$ cat src/rtl/mem_pkg.sv
`default_nettype none
// ============================================================================
// Module   : mem_pkg
// Purpose  : Shared types and constants for the memory access unit: FSM
//            state encoding, funct3 size/sign codes, access-size decode and
//            the default bus timeout.
// Revision : 1.0 - initial release
// ============================================================================
package mem_pkg;

  // FSM states of the access unit
  typedef enum logic [1:0] {
    ST_IDLE = 2'd0,
    ST_REQ  = 2'd1,
    ST_DONE = 2'd2
  } state_t;

  // Access width, encoded as log2(bytes)
  typedef enum logic [1:0] {
    SZ_B = 2'd0,
    SZ_H = 2'd1,
    SZ_W = 2'd2,
    SZ_D = 2'd3
  } size_t;

  // funct3 size/sign codes
  localparam logic [2:0] c_f3_b  = 3'b000;
  localparam logic [2:0] c_f3_h  = 3'b001;
  localparam logic [2:0] c_f3_w  = 3'b010;
  localparam logic [2:0] c_f3_d  = 3'b011;
  localparam logic [2:0] c_f3_bu = 3'b100;
  localparam logic [2:0] c_f3_hu = 3'b101;
  localparam logic [2:0] c_f3_wu = 3'b110;

  // Bus cycles allowed in REQ before an access is abandoned
  localparam int c_timeout_default = 16;

  // Stores have no unsigned variants, so any 1xx store is a doubleword;
  // 111 is a doubleword for loads too.
  function automatic size_t access_size(input logic [2:0] f3, input logic is_store);
    size_t sz;
    if (f3 == 3'b111 || (is_store && f3[2])) begin
      sz = SZ_D;
    end else begin
      sz = size_t'(f3[1:0]);
    end
    return sz;
  endfunction

  function automatic logic is_aligned(input size_t sz, input logic [2:0] off);
    logic ok;
    case (sz)
      SZ_B:    ok = 1'b1;
      SZ_H:    ok = (off[0] == 1'b0);
      SZ_W:    ok = (off[1:0] == 2'b00);
      default: ok = (off == 3'b000);
    endcase
    return ok;
  endfunction

  // Byte-enable pattern for an access at lane 0
  function automatic logic [7:0] byte_mask(input size_t sz);
    logic [7:0] m;
    case (sz)
      SZ_B:    m = 8'h01;
      SZ_H:    m = 8'h03;
      SZ_W:    m = 8'h0F;
      default: m = 8'hFF;
    endcase
    return m;
  endfunction

endpackage
`default_nettype wire

$ cat src/rtl/mem_access_unit_if.sv
`default_nettype none
// ============================================================================
// Module   : mem_access_unit_if
// Purpose  : Doubleword memory bus between the access unit and memory.
// Ports    : bus_req/bus_we/bus_addr/bus_be/bus_wdata  unit -> memory
//            bus_ack/bus_rdata                         memory -> unit
// Modports : master (access unit), slave (memory model / fabric)
// Revision : 1.0 - initial release
// ============================================================================
interface mem_access_unit_if;
  logic        bus_req;
  logic        bus_we;
  logic [63:0] bus_addr;
  logic [7:0]  bus_be;
  logic [63:0] bus_wdata;
  logic        bus_ack;
  logic [63:0] bus_rdata;

  modport master (
    output bus_req, bus_we, bus_addr, bus_be, bus_wdata,
    input  bus_ack, bus_rdata
  );

  modport slave (
    input  bus_req, bus_we, bus_addr, bus_be, bus_wdata,
    output bus_ack, bus_rdata
  );
endinterface
`default_nettype wire

$ cat src/rtl/load_align.sv
`default_nettype none
// ============================================================================
// Module   : load_align
// Purpose  : Combinational load lane extraction: shifts the addressed lanes
//            of a bus doubleword down to bit 0 and sign/zero-extends them.
// Ports    : rdata  [63:0] in   doubleword from the bus
//            offset [2:0]  in   byte offset within the doubleword
//            funct3 [2:0]  in   load size/sign code
//            result [63:0] out  extended load value
// Revision : 1.0 - initial release
// ============================================================================
module load_align
  import mem_pkg::*;
(
  input  logic [63:0] rdata,
  input  logic [2:0]  offset,
  input  logic [2:0]  funct3,
  output logic [63:0] result
);

  logic [63:0] w_shifted;

  assign w_shifted = rdata >> {offset, 3'b000};

  always_comb begin
    result = w_shifted;
    case (funct3)
      c_f3_b:  result = {{56{w_shifted[7]}},  w_shifted[7:0]};
      c_f3_h:  result = {{48{w_shifted[15]}}, w_shifted[15:0]};
      c_f3_w:  result = {{32{w_shifted[31]}}, w_shifted[31:0]};
      c_f3_bu: result = {56'd0, w_shifted[7:0]};
      c_f3_hu: result = {48'd0, w_shifted[15:0]};
      c_f3_wu: result = {32'd0, w_shifted[31:0]};
      default: result = w_shifted;  // d and 111: full doubleword
    endcase
  end

endmodule
`default_nettype wire

$ cat src/rtl/mem_access_unit.sv
`default_nettype none
// ============================================================================
// Module   : mem_access_unit
// Purpose  : Load/store unit between decode/execute and a doubleword memory
//            bus. Checks alignment, issues one bus cycle per access, holds
//            the pipeline with stall, aligns load data and abandons an
//            access after TIMEOUT bus cycles without acknowledge.
// Ports    : clk, reset (async, active low)
//            MemRead, MemWrite, funct3, address, write_data  from decode
//            read_data                                       to write-back
//            stall, misaligned, bus_err                      status
//            bus (mem_access_unit_if.master)                 memory bus
// Revision : 1.0 - initial release
// ============================================================================
module mem_access_unit
  import mem_pkg::*;
#(
  parameter int TIMEOUT = c_timeout_default
) (
  input  logic                     clk,
  input  logic                     reset,
  input  logic                     MemRead,
  input  logic                     MemWrite,
  input  logic [2:0]               funct3,
  input  logic [63:0]              address,
  input  logic [63:0]              write_data,
  output logic [63:0]              read_data,
  output logic                     stall,
  output logic                     misaligned,
  output logic                     bus_err,
  mem_access_unit_if.master        bus
);

  localparam int c_cnt_w = $clog2(TIMEOUT + 1);
  localparam logic [c_cnt_w-1:0] c_cnt_last = c_cnt_w'(TIMEOUT - 1);

  // ---------------------------------------------------------------- decode
  logic        w_access;
  logic        w_store;
  size_t       w_size;
  logic [2:0]  w_offset;
  logic        w_aligned;
  logic        w_start;
  logic [7:0]  w_be;
  logic [63:0] w_wdata;

  // Both strobes high is a store
  assign w_access  = MemRead | MemWrite;
  assign w_store   = MemWrite;
  assign w_size    = access_size(funct3, w_store);
  assign w_offset  = address[2:0];
  assign w_aligned = is_aligned(w_size, w_offset);
  assign w_start   = w_access & w_aligned;
  assign w_be      = byte_mask(w_size) << w_offset;
  assign w_wdata   = write_data << {w_offset, 3'b000};

  // ---------------------------------------------------------------- state
  state_t             r_state;
  state_t             w_next;
  logic [c_cnt_w-1:0] r_cnt;
  logic               r_bus_req;
  logic               r_bus_we;
  logic [63:0]        r_bus_addr;
  logic [7:0]         r_bus_be;
  logic [63:0]        r_bus_wdata;
  logic [63:0]        r_read_data;
  logic               r_bus_err;
  logic               r_load;
  logic [2:0]         r_off;
  logic [2:0]         r_f3;
  logic               w_ack_take;
  logic               w_timeout;
  logic [63:0]        w_load_result;

  load_align u_load_align (
    .rdata  (bus.bus_rdata),
    .offset (r_off),
    .funct3 (r_f3),
    .result (w_load_result)
  );

  // Next state; bus_ack only matters in REQ, so stray acks elsewhere fall away
  always_comb begin
    w_next     = r_state;
    w_ack_take = 1'b0;
    w_timeout  = 1'b0;
    case (r_state)
      ST_IDLE: begin
        if (w_start) w_next = ST_REQ;
      end
      ST_REQ: begin
        if (bus.bus_ack) begin
          w_next     = ST_DONE;
          w_ack_take = 1'b1;
        end else if (r_cnt == c_cnt_last) begin
          w_next    = ST_DONE;
          w_timeout = 1'b1;
        end
      end
      ST_DONE: w_next = ST_IDLE;
      default: w_next = ST_IDLE;
    endcase
  end

  always_ff @(posedge clk or negedge reset) begin
    if (!reset) begin
      r_state     <= ST_IDLE;
      r_cnt       <= '0;
      r_bus_req   <= 1'b0;
      r_bus_we    <= 1'b0;
      r_bus_addr  <= '0;
      r_bus_be    <= '0;
      r_bus_wdata <= '0;
      r_read_data <= '0;
      r_bus_err   <= 1'b0;
      r_load      <= 1'b0;
      r_off       <= '0;
      r_f3        <= '0;
    end else begin
      r_state   <= w_next;
      r_bus_err <= w_timeout;  // high only for the DONE cycle after timeout
      case (r_state)
        ST_IDLE: begin
          if (w_start) begin
            r_bus_req   <= 1'b1;
            r_bus_we    <= w_store;
            r_bus_addr  <= {address[63:3], 3'b000};
            r_bus_be    <= w_be;
            r_bus_wdata <= w_wdata;
            r_cnt       <= '0;
            r_read_data <= '0;
            r_load      <= MemRead & ~MemWrite;
            r_off       <= w_offset;
            r_f3        <= funct3;
          end
        end
        ST_REQ: begin
          if (w_next == ST_DONE) begin
            r_bus_req   <= 1'b0;
            // Stores and timeouts return zero
            r_read_data <= (w_ack_take && r_load) ? w_load_result : '0;
          end else begin
            r_cnt <= r_cnt + 1'b1;
          end
        end
        default: ;
      endcase
    end
  end

  // ---------------------------------------------------------------- outputs
  assign stall      = ((r_state == ST_IDLE) && w_start) || (r_state == ST_REQ);
  assign misaligned = w_access & ~w_aligned;
  // A misaligned access never reaches the bus; its result is forced to zero
  assign read_data  = misaligned ? '0 : r_read_data;
  assign bus_err    = r_bus_err;

  assign bus.bus_req   = r_bus_req;
  assign bus.bus_we    = r_bus_we;
  assign bus.bus_addr  = r_bus_addr;
  assign bus.bus_be    = r_bus_be;
  assign bus.bus_wdata = r_bus_wdata;

endmodule
`default_nettype wire

$ cat src/flat_wrapper.sv
// flat-port wrapper written by rule: the top's interface ports become plain ports
module mem_access_unit_flat import mem_pkg::*;
#(
  parameter int TIMEOUT = c_timeout_default
)
  (clk, reset, MemRead, MemWrite, funct3, address, write_data, read_data, stall, misaligned, bus_err, bus_bus_req, bus_bus_we, bus_bus_addr, bus_bus_be, bus_bus_wdata, bus_bus_ack, bus_bus_rdata);
  mem_access_unit_if bus_i ();
  input  logic clk;
  input  logic reset;
  input  logic MemRead;
  input  logic MemWrite;
  input  logic [2:0] funct3;
  input  logic [63:0] address;
  input  logic [63:0] write_data;
  output logic [63:0] read_data;
  output logic stall;
  output logic misaligned;
  output logic bus_err;
  output wire logic [$bits(bus_i.bus_req)-1:0] bus_bus_req;
  output wire logic [$bits(bus_i.bus_we)-1:0] bus_bus_we;
  output wire logic [$bits(bus_i.bus_addr)-1:0] bus_bus_addr;
  output wire logic [$bits(bus_i.bus_be)-1:0] bus_bus_be;
  output wire logic [$bits(bus_i.bus_wdata)-1:0] bus_bus_wdata;
  input wire logic [$bits(bus_i.bus_ack)-1:0] bus_bus_ack;
  input wire logic [$bits(bus_i.bus_rdata)-1:0] bus_bus_rdata;
  assign bus_bus_req = bus_i.bus_req;
  assign bus_bus_we = bus_i.bus_we;
  assign bus_bus_addr = bus_i.bus_addr;
  assign bus_bus_be = bus_i.bus_be;
  assign bus_bus_wdata = bus_i.bus_wdata;
  assign bus_i.bus_ack = bus_bus_ack;
  assign bus_i.bus_rdata = bus_bus_rdata;
  mem_access_unit #(.TIMEOUT(TIMEOUT)) u_core (.clk(clk), .reset(reset), .MemRead(MemRead), .MemWrite(MemWrite), .funct3(funct3), .address(address), .write_data(write_data), .read_data(read_data), .stall(stall), .misaligned(misaligned), .bus_err(bus_err), .bus(bus_i));
endmodule
$ cat config.mk
export PLATFORM = sky130hd
export DESIGN_NAME = mem_access_unit_flat
export DESIGN_NICKNAME = d
export VERILOG_FILES = /design/src/rtl/mem_pkg.sv /design/src/rtl/mem_access_unit_if.sv /design/src/rtl/load_align.sv /design/src/rtl/mem_access_unit.sv /design/src/flat_wrapper.sv
export SDC_FILE = /design/constraint.sdc
export NUM_CORES = 1
export LEC_CHECK = 0
export ABC_AREA = 1
export ABC_CLOCK_PERIOD_IN_PS = 2500
export BUFFER_PORTS_ARGS = -buffer_cell sky130_fd_sc_hd__buf_2
export CORE_MARGIN = 5
export CORE_UTILIZATION = 52
export DETAILED_ROUTE_END_ITERATION = 8
export PLACE_DENSITY = 0.78
export SETUP_SLACK_MARGIN = 0.15
export SYNTH_ARGS = -nofsm -noshare
export SYNTH_HDL_FRONTEND = slang
export SYNTH_SLANG_ARGS = --single-unit
$ cat constraint.sdc
create_clock -name clk -period 2.5 [get_ports clk]
set_clock_uncertainty 0.1 [all_clocks]
set_input_delay 0.375 -clock clk [delete_from_list [all_inputs] [get_ports clk]]
set_output_delay 0.375 -clock clk [all_outputs]
set_load 0.03 [all_outputs]
==> results.ini, run 1 <==
[run_status]
status=finished clean

[die]
die_h_um=166
die_area_mm2=0.0276
io_pins=405
core_mm2=0.0242
initial_core_util_pct=52.5
die_w_um=166
rows=57

[placement]
port_buffers=401
pre_cts_ws_ns=0.216
place.gp.congestion=0.952
hpwlAfterDp_um=32500

[setup_path]
cp_slowest_cell=buf_6
crit_path_frequent_cell=nand2_1
worstSetupStartpointType=input pin
crit_arrival_ns=1.88
critPathTopFamily=buffers and inverters
max_stage_delay_ns=0.22
cp_num_buf_inv=4
crit_type=in2out
path_cells=buf_2, nand2_1, nand3_2, nand2_1, nand2_1, nand3_2, a21oi_4, buf_12, buf_6, nor2_1, buf_2
r2r_slack_ns=0.38
cp_max_fo=16
end_kind=primary output
worstPathRequired_ns=2.03

[clock_network]
clk_path_buf_depth=3
cts.sinks=214
htreeDepth=1
cts_tree=yes
clock_latency_ns=0.52
cts_buffers=24
clkTransAtPathRegs_ns=0.06
cts_root_buffer=clkbuf_16

[route]
dr.pass1.iters=6
totalWireLength_um=48200
ant_nets=0
viasPerCell=5.54
drt_iter0_markers=1594
vias=14100
drc=0
post_drt_wl_per_cell_um=18.9

[logic_synthesis]
synth_xor_area_share_pct=0.138
avgSynthCellArea_um2=7.03
synth_top_area_share_pct=42.2
netlist_instances=1806
synth_compound_area_share_pct=14.3
synth_area_mm2=0.0127
synthMuxAreaShare_pct=0.0789
ys_seq_area_share_pct=42.2
post-synth-top-area-cell=dfrtp_1
synth-adder-area-share_pct=0.197
ys_top_cells_by_area=dfrtp_1, nand2_1, o21ai_0
synth_simple_gate_area_share_pct=33.8
synth_top_family_by_area=simple AND/OR/NAND/NOR gates
ys_types=43
ys_warn_count=0
ys_ff_latch=214

[sta]
min_period_ns=2.35
maxSlewHeadroom_pct=48.8
setup_slack_ns=0.147
rsz0062_at_grt=false
finalSetupTns_ns=0
tightest_slew_ns=0.769
finalHoldViolCount=0
clock.fmax_mhz=425
maxSlewViolCount=0
setup_viol=0
finalCritPeriodShare_pct=94.1

[cells_and_area]
drive_above_1_share_pct=26.0
final_cell_mix=nand2_1, buf_2, dfrtp_1
layout_commonest_cell=nand2_1
synthToLayoutAreaGrowth_pct=29.1
nNetsFinal=2399

[pwr]
p_leak_uw=0.00874
ir_drop_mv=0.918
power.density_mw_per_mm2=1220

[global_route]
grt_use_met2_pct=55.6
antenna_found_initial=9
grt_overflow=0
grt-busiest-layer=met2
grt_usage_pct=33.2
use_met1_pct=40.0
grt_pass1_wl_um=75100
grt_max_degree=133
use_met3_pct=9.62
grt_pass1_vias=14000

[job]
max_cap_violations=0

[min_path]
hp-class=in2reg

-- routing by layer --
metal  wire (µm)  vias to the layer above  share of wire (%)
li1            -                     6554                  -
met1       17600                     6545                 37
met2       22800                      802                 47
met3        5080                      186                 11
met4        2640                       10                5.5
met5          62                        -               0.13
-- worst paths after layout --
check	start	to	cells after the start
worst max-delay path	MemWrite	read_data[23]	11
worst min-delay path	address[20]	u_core.bus.bus_addr[20]	3
worst max register to register	u_core.r_f3[1]	u_core.r_read_data[32]	9
worst min register to register	u_core.bus.bus_addr[24]	u_core.bus.bus_addr[24]	2
max in group asynchronous	reset	u_core.bus.bus_addr[53]	3
min in group asynchronous	reset	u_core.r_read_data[8]	2
-- state kept, by name, indices dropped and copies added, names as in the netlist, 2 cells and up --
name                  cells
u_core.r_cnt              5
u_core.bus.bus_addr      61
u_core.r_read_data       64
u_core.r_off              3
u_core.bus.bus_wdata     64
u_core.r_state            2
u_core.bus.bus_be         8
u_core.r_f3               3
-- where the power goes --
| group | switching [µW] | total (µW) | internal [µW] |
|---|---|---|---|
| combinational | 7470 | 10300 | 2850 |
| clock | 1500 | 3960 | 2460 |
| sequential | 874 | 5680 | 4810 |
| total | 9840 | 20000 | 10100 |
-- per-stage QoR --
stage	total power [µW]	hold WS, ns	cells	instance area (µm²)	util, %
detailed placement	15600	0.226	2429	14800	61.0
CTS	19700	0.0118	2535	16300	67.3
global route	21100	0.0374	2543	16400	67.8
finish	20000	0.0381	2544	16400	67.8
global placement	15500	0.225	2429	14800	61.0
floorplan	12800	-0.0206	1808	12700	-
-- synthesized netlist by cell type (all sizes together) --
library cell and count:
nand2 725, conb 1, a22oi 6, nand3 152, o22ai 14, dfrtp 214
ha 2, clkbuf 36, or2 24, o211ai 11, mux2i 1, nand4 3
xnor2 1, buf 102, and2 1, a21oi 60, inv 104, and3 1
xor2 1, nor2 91, o21ai 248, nor3 2, o31ai 3, a31oi 1
o21a 2
-- logic make-up (layout without fill, tap and decap cells) --
logic type,after synthesis,in the layout
flip-flops,214,214
other,1,8
AND/OR/NAND/NOR,999,999
buffers and inverters,242,649
XOR/XNOR,2,2
multiplexers,1,1
adder cells (fa/ha/maj),2,2
AO/OA/AOI/OAI,345,345
-- final cells by class --
cell class / count / area [µm²]
well taps: 324 / 405
multi-input cells: 1352 / 6190
inverters: 104 / 400
clock inverters: 13 / 211
flip-flops and latches: 214 / 5360
fillers: 2072 / 7790
diodes: 5 / 12.5
clock buffers: 31 / 687
repair buffers: 501 / 3120
-- worst register-to-register path, delay by kind of cell (launching register included) --
family | cells | cell delay [ns]
buffers and inverters | 2 | 0.40
DFF | 1 | 0.54
and+or+nand+nor | 7 | 1.04
-- repair_timing --
item / in CTS / in global routing
hold endpoints to repair: 111 / 0
endpoints found under the setup margin: 0 / 63
resized for setup: 0 / 5
setup buffers: 0 / 1
hold buffers: 62 / 0
Note: power is estimated with default switching activity, not from simulation.
==> run 2: changes to the inputs <==
--- a/config.mk
+++ b/config.mk
@@ -8,8 +8,11 @@
 export ABC_AREA = 1
 export ABC_CLOCK_PERIOD_IN_PS = 2500
 export BUFFER_PORTS_ARGS = -buffer_cell sky130_fd_sc_hd__buf_2
+export CELL_PAD_IN_SITES_DETAIL_PLACEMENT = 1
+export CELL_PAD_IN_SITES_GLOBAL_PLACEMENT = 1
+export CORE_ASPECT_RATIO = 0.6
 export CORE_MARGIN = 5
-export CORE_UTILIZATION = 52
+export CORE_UTILIZATION = 36
 export DETAILED_ROUTE_END_ITERATION = 8
 export PLACE_DENSITY = 0.78
 export SETUP_SLACK_MARGIN = 0.15
==> run 2 against run 1 <==
Setup slack gained 0.029 ns. Largest cell class unchanged. Die area grew 42%. Critical path type unchanged. Global-route usage shrank 5.6 points.
==> results.ini, run 2 (same netlist as run 1, synthesis figures left out) <==
[run_status]
status=finished clean

[clock_network]
clk_path_buf_depth=3  ; unchanged
htreeDepth=1  ; unchanged
cts_tree=yes
clkTransAtPathRegs_ns=0.06  ; about the same
cts.sinks=214  ; unchanged
clock_latency_ns=0.55  ; +0.03 ns
cts_buffers=24  ; unchanged
cts_root_buffer=clkbuf_16

[cells_and_area]
drive_above_1_share_pct=26.5  ; +0.53 points
final_cell_mix=nand2_1, buf_2, dfrtp_1
nNetsFinal=2419  ; +0.83%
final_core_util_pct=48.2  ; -20 points
final_cells=2711  ; +6.6%
layout_commonest_cell=nand2_1
synthToLayoutAreaGrowth_pct=32.5

[sta]
setup_viol=0  ; unchanged
rsz0062_at_grt=true
finalCritPeriodShare_pct=93.0  ; -1.2 points
maxSlewViolCount=0  ; unchanged
tightest_slew_ns=0.831  ; +0.0620 ns
finalSetupTns_ns=0  ; unchanged
finalHoldViolCount=0  ; unchanged
min_period_ns=2.32  ; -0.0288 ns
maxSlewHeadroom_pct=44.6  ; -4.1 points
clock.fmax_mhz=430  ; +1.2%

[placement]
hpwlAfterDp_um=40500  ; +25%
placedCellCount=2588  ; +6.5%
port_buffers=401  ; unchanged
place.gp.congestion=0.975  ; +2.4%

[setup_path]
crit_type=in2out
end_kind=primary output
crit_path_end=read_data[58]
crit_arrival_ns=1.85  ; -0.03 ns
worstPathRequired_ns=2.03  ; about the same
r2r_slack_ns=0.21  ; -0.17 ns
rr_worst_depth=9  ; unchanged
reg2reg_from=u_core.r_off[0]
r2r_end=u_core.r_read_data[62]
cp_max_fo=12  ; -4
worstSetupStartpointType=input pin
cp-startpoint=funct3[1]

[global_route]
grt_overflow=0  ; unchanged
antenna_found_initial=10  ; +1
grt_pass1_vias=14400  ; +2.8%
grt_pass1_wl_um=85400  ; +14%
grt_usage_pct=27.6  ; -5.6 points
grt_max_degree=80  ; -40%

[pwr]
power_switching_uw=10600  ; +7.4%
p_leak_uw=0.00887  ; +1.4%
ir_drop_mv=0.728  ; -21%
sw_frac_of_total_pct=51.0  ; +1.7 points
p_seq_share_pct=27.5  ; -1.0 points
power.density_mw_per_mm2=1230  ; +1.2%
p_comb_share_pct=53.7  ; +2.0 points
p_int_uw=10200  ; +0.38%
p_clk_share_pct=18.8  ; -1.0 points

[die]
initial_core_util_pct=36.4  ; -16 points
die_w_um=252  ; +52%
die_h_um=155  ; -6.5%
io_pins=405  ; unchanged
die_area_mm2=0.0392  ; +42%
core_mm2=0.0349  ; +44%
rows=53  ; -7.0%

[route]
totalWireLength_um=57200  ; +19%
drc=0  ; unchanged
viasPerCell=5.20  ; -6.2%
drt_iter0_markers=1069  ; -33%
dr.pass1.iters=5  ; -1
post_drt_wl_per_cell_um=21.1  ; +11%
vias=14100  ; -0.050%
ant_nets=0  ; unchanged

[min_path]
hp-class=in2reg

[job]
max_cap_violations=0  ; unchanged

-- run 2: layout make-up --
class,instances,area (µm²)
diodes,9,22.5
clock buffers,30,653
clock inverters,14,210
fillers,4503,18100
inverters,104,398
multi-input cells,1353,6210
flip-flops and latches,214,5360
well taps,467,584
repair buffers,520,3380
-- run 2: critical path, stage by stage --
cell	delay, ns
buf_2	0.11
nand3_2	0.10
nand3_2	0.12
nand2_1	0.10
nand2_2	0.10
nand3_4	0.10
a21oi_4	0.25
buf_12	0.19
clkbuf_16	0.18
nor2_1	0.05
buf_2	0.17
-- run 2: worst min-delay path by stage --
stage                          from                      end  slack (ns)  cells after the start
after global routing      funct3[1]           u_core.r_f3[1]        0.04                      3
after floorplan               reset  u_core.bus.bus_addr[10]       -0.02                      0
after global placement        reset    u_core.r_read_data[5]        0.26                      1
after CTS                 funct3[1]           u_core.r_f3[1]       0.006                      3
after detailed placement      reset    u_core.r_read_data[5]        0.25                      1
final                     funct3[1]           u_core.r_f3[1]        0.05                      3
-- run 2: what timing repair did --
action | 4_1_cts | 5_1_grt
cloned | 1 | 2
resized for setup | 1 | 8
hold buffers | 65 | 0
pin swaps | 0 | 4
hold endpoints to repair | 116 | 0
endpoints found under the setup margin | 8 | 81
buffers inserted | 1 | 1
-- run 2: through the flow --
step | setup slack (ns) | total power, µW | area [µm²] | hold slack [ns]
after floorplan | 0.352 | 12800 | 12700 | -0.0206
after global placement | 0.219 | 16100 | 15100 | 0.257
after detailed placement | 0.147 | 16400 | 15100 | 0.254
after CTS | 0.152 | 20500 | 16700 | 0.00565
after global routing | 0.122 | 21900 | 16800 | 0.0400
final | 0.176 | 20700 | 16800 | 0.0510
-- run 2: metal layers --
layer,up-vias,GRT usage [%],wire length [µm]
met5,-,0,0
met4,0,7.70,1380
met3,79,8.19,4740
met2,472,41.8,25300
met1,6922,38.7,25700
li1,6617,-,-
-- run 2: power by group through the flow --
stage	registers, µW	clock network (µW)	logic (µW)
after CTS	5660	4000	10800
after detailed placement	5680	0	10700
after floorplan	7340	0	5470
after global placement	5640	0	10500
final	5700	3900	11100
after global routing	5830	4150	11900
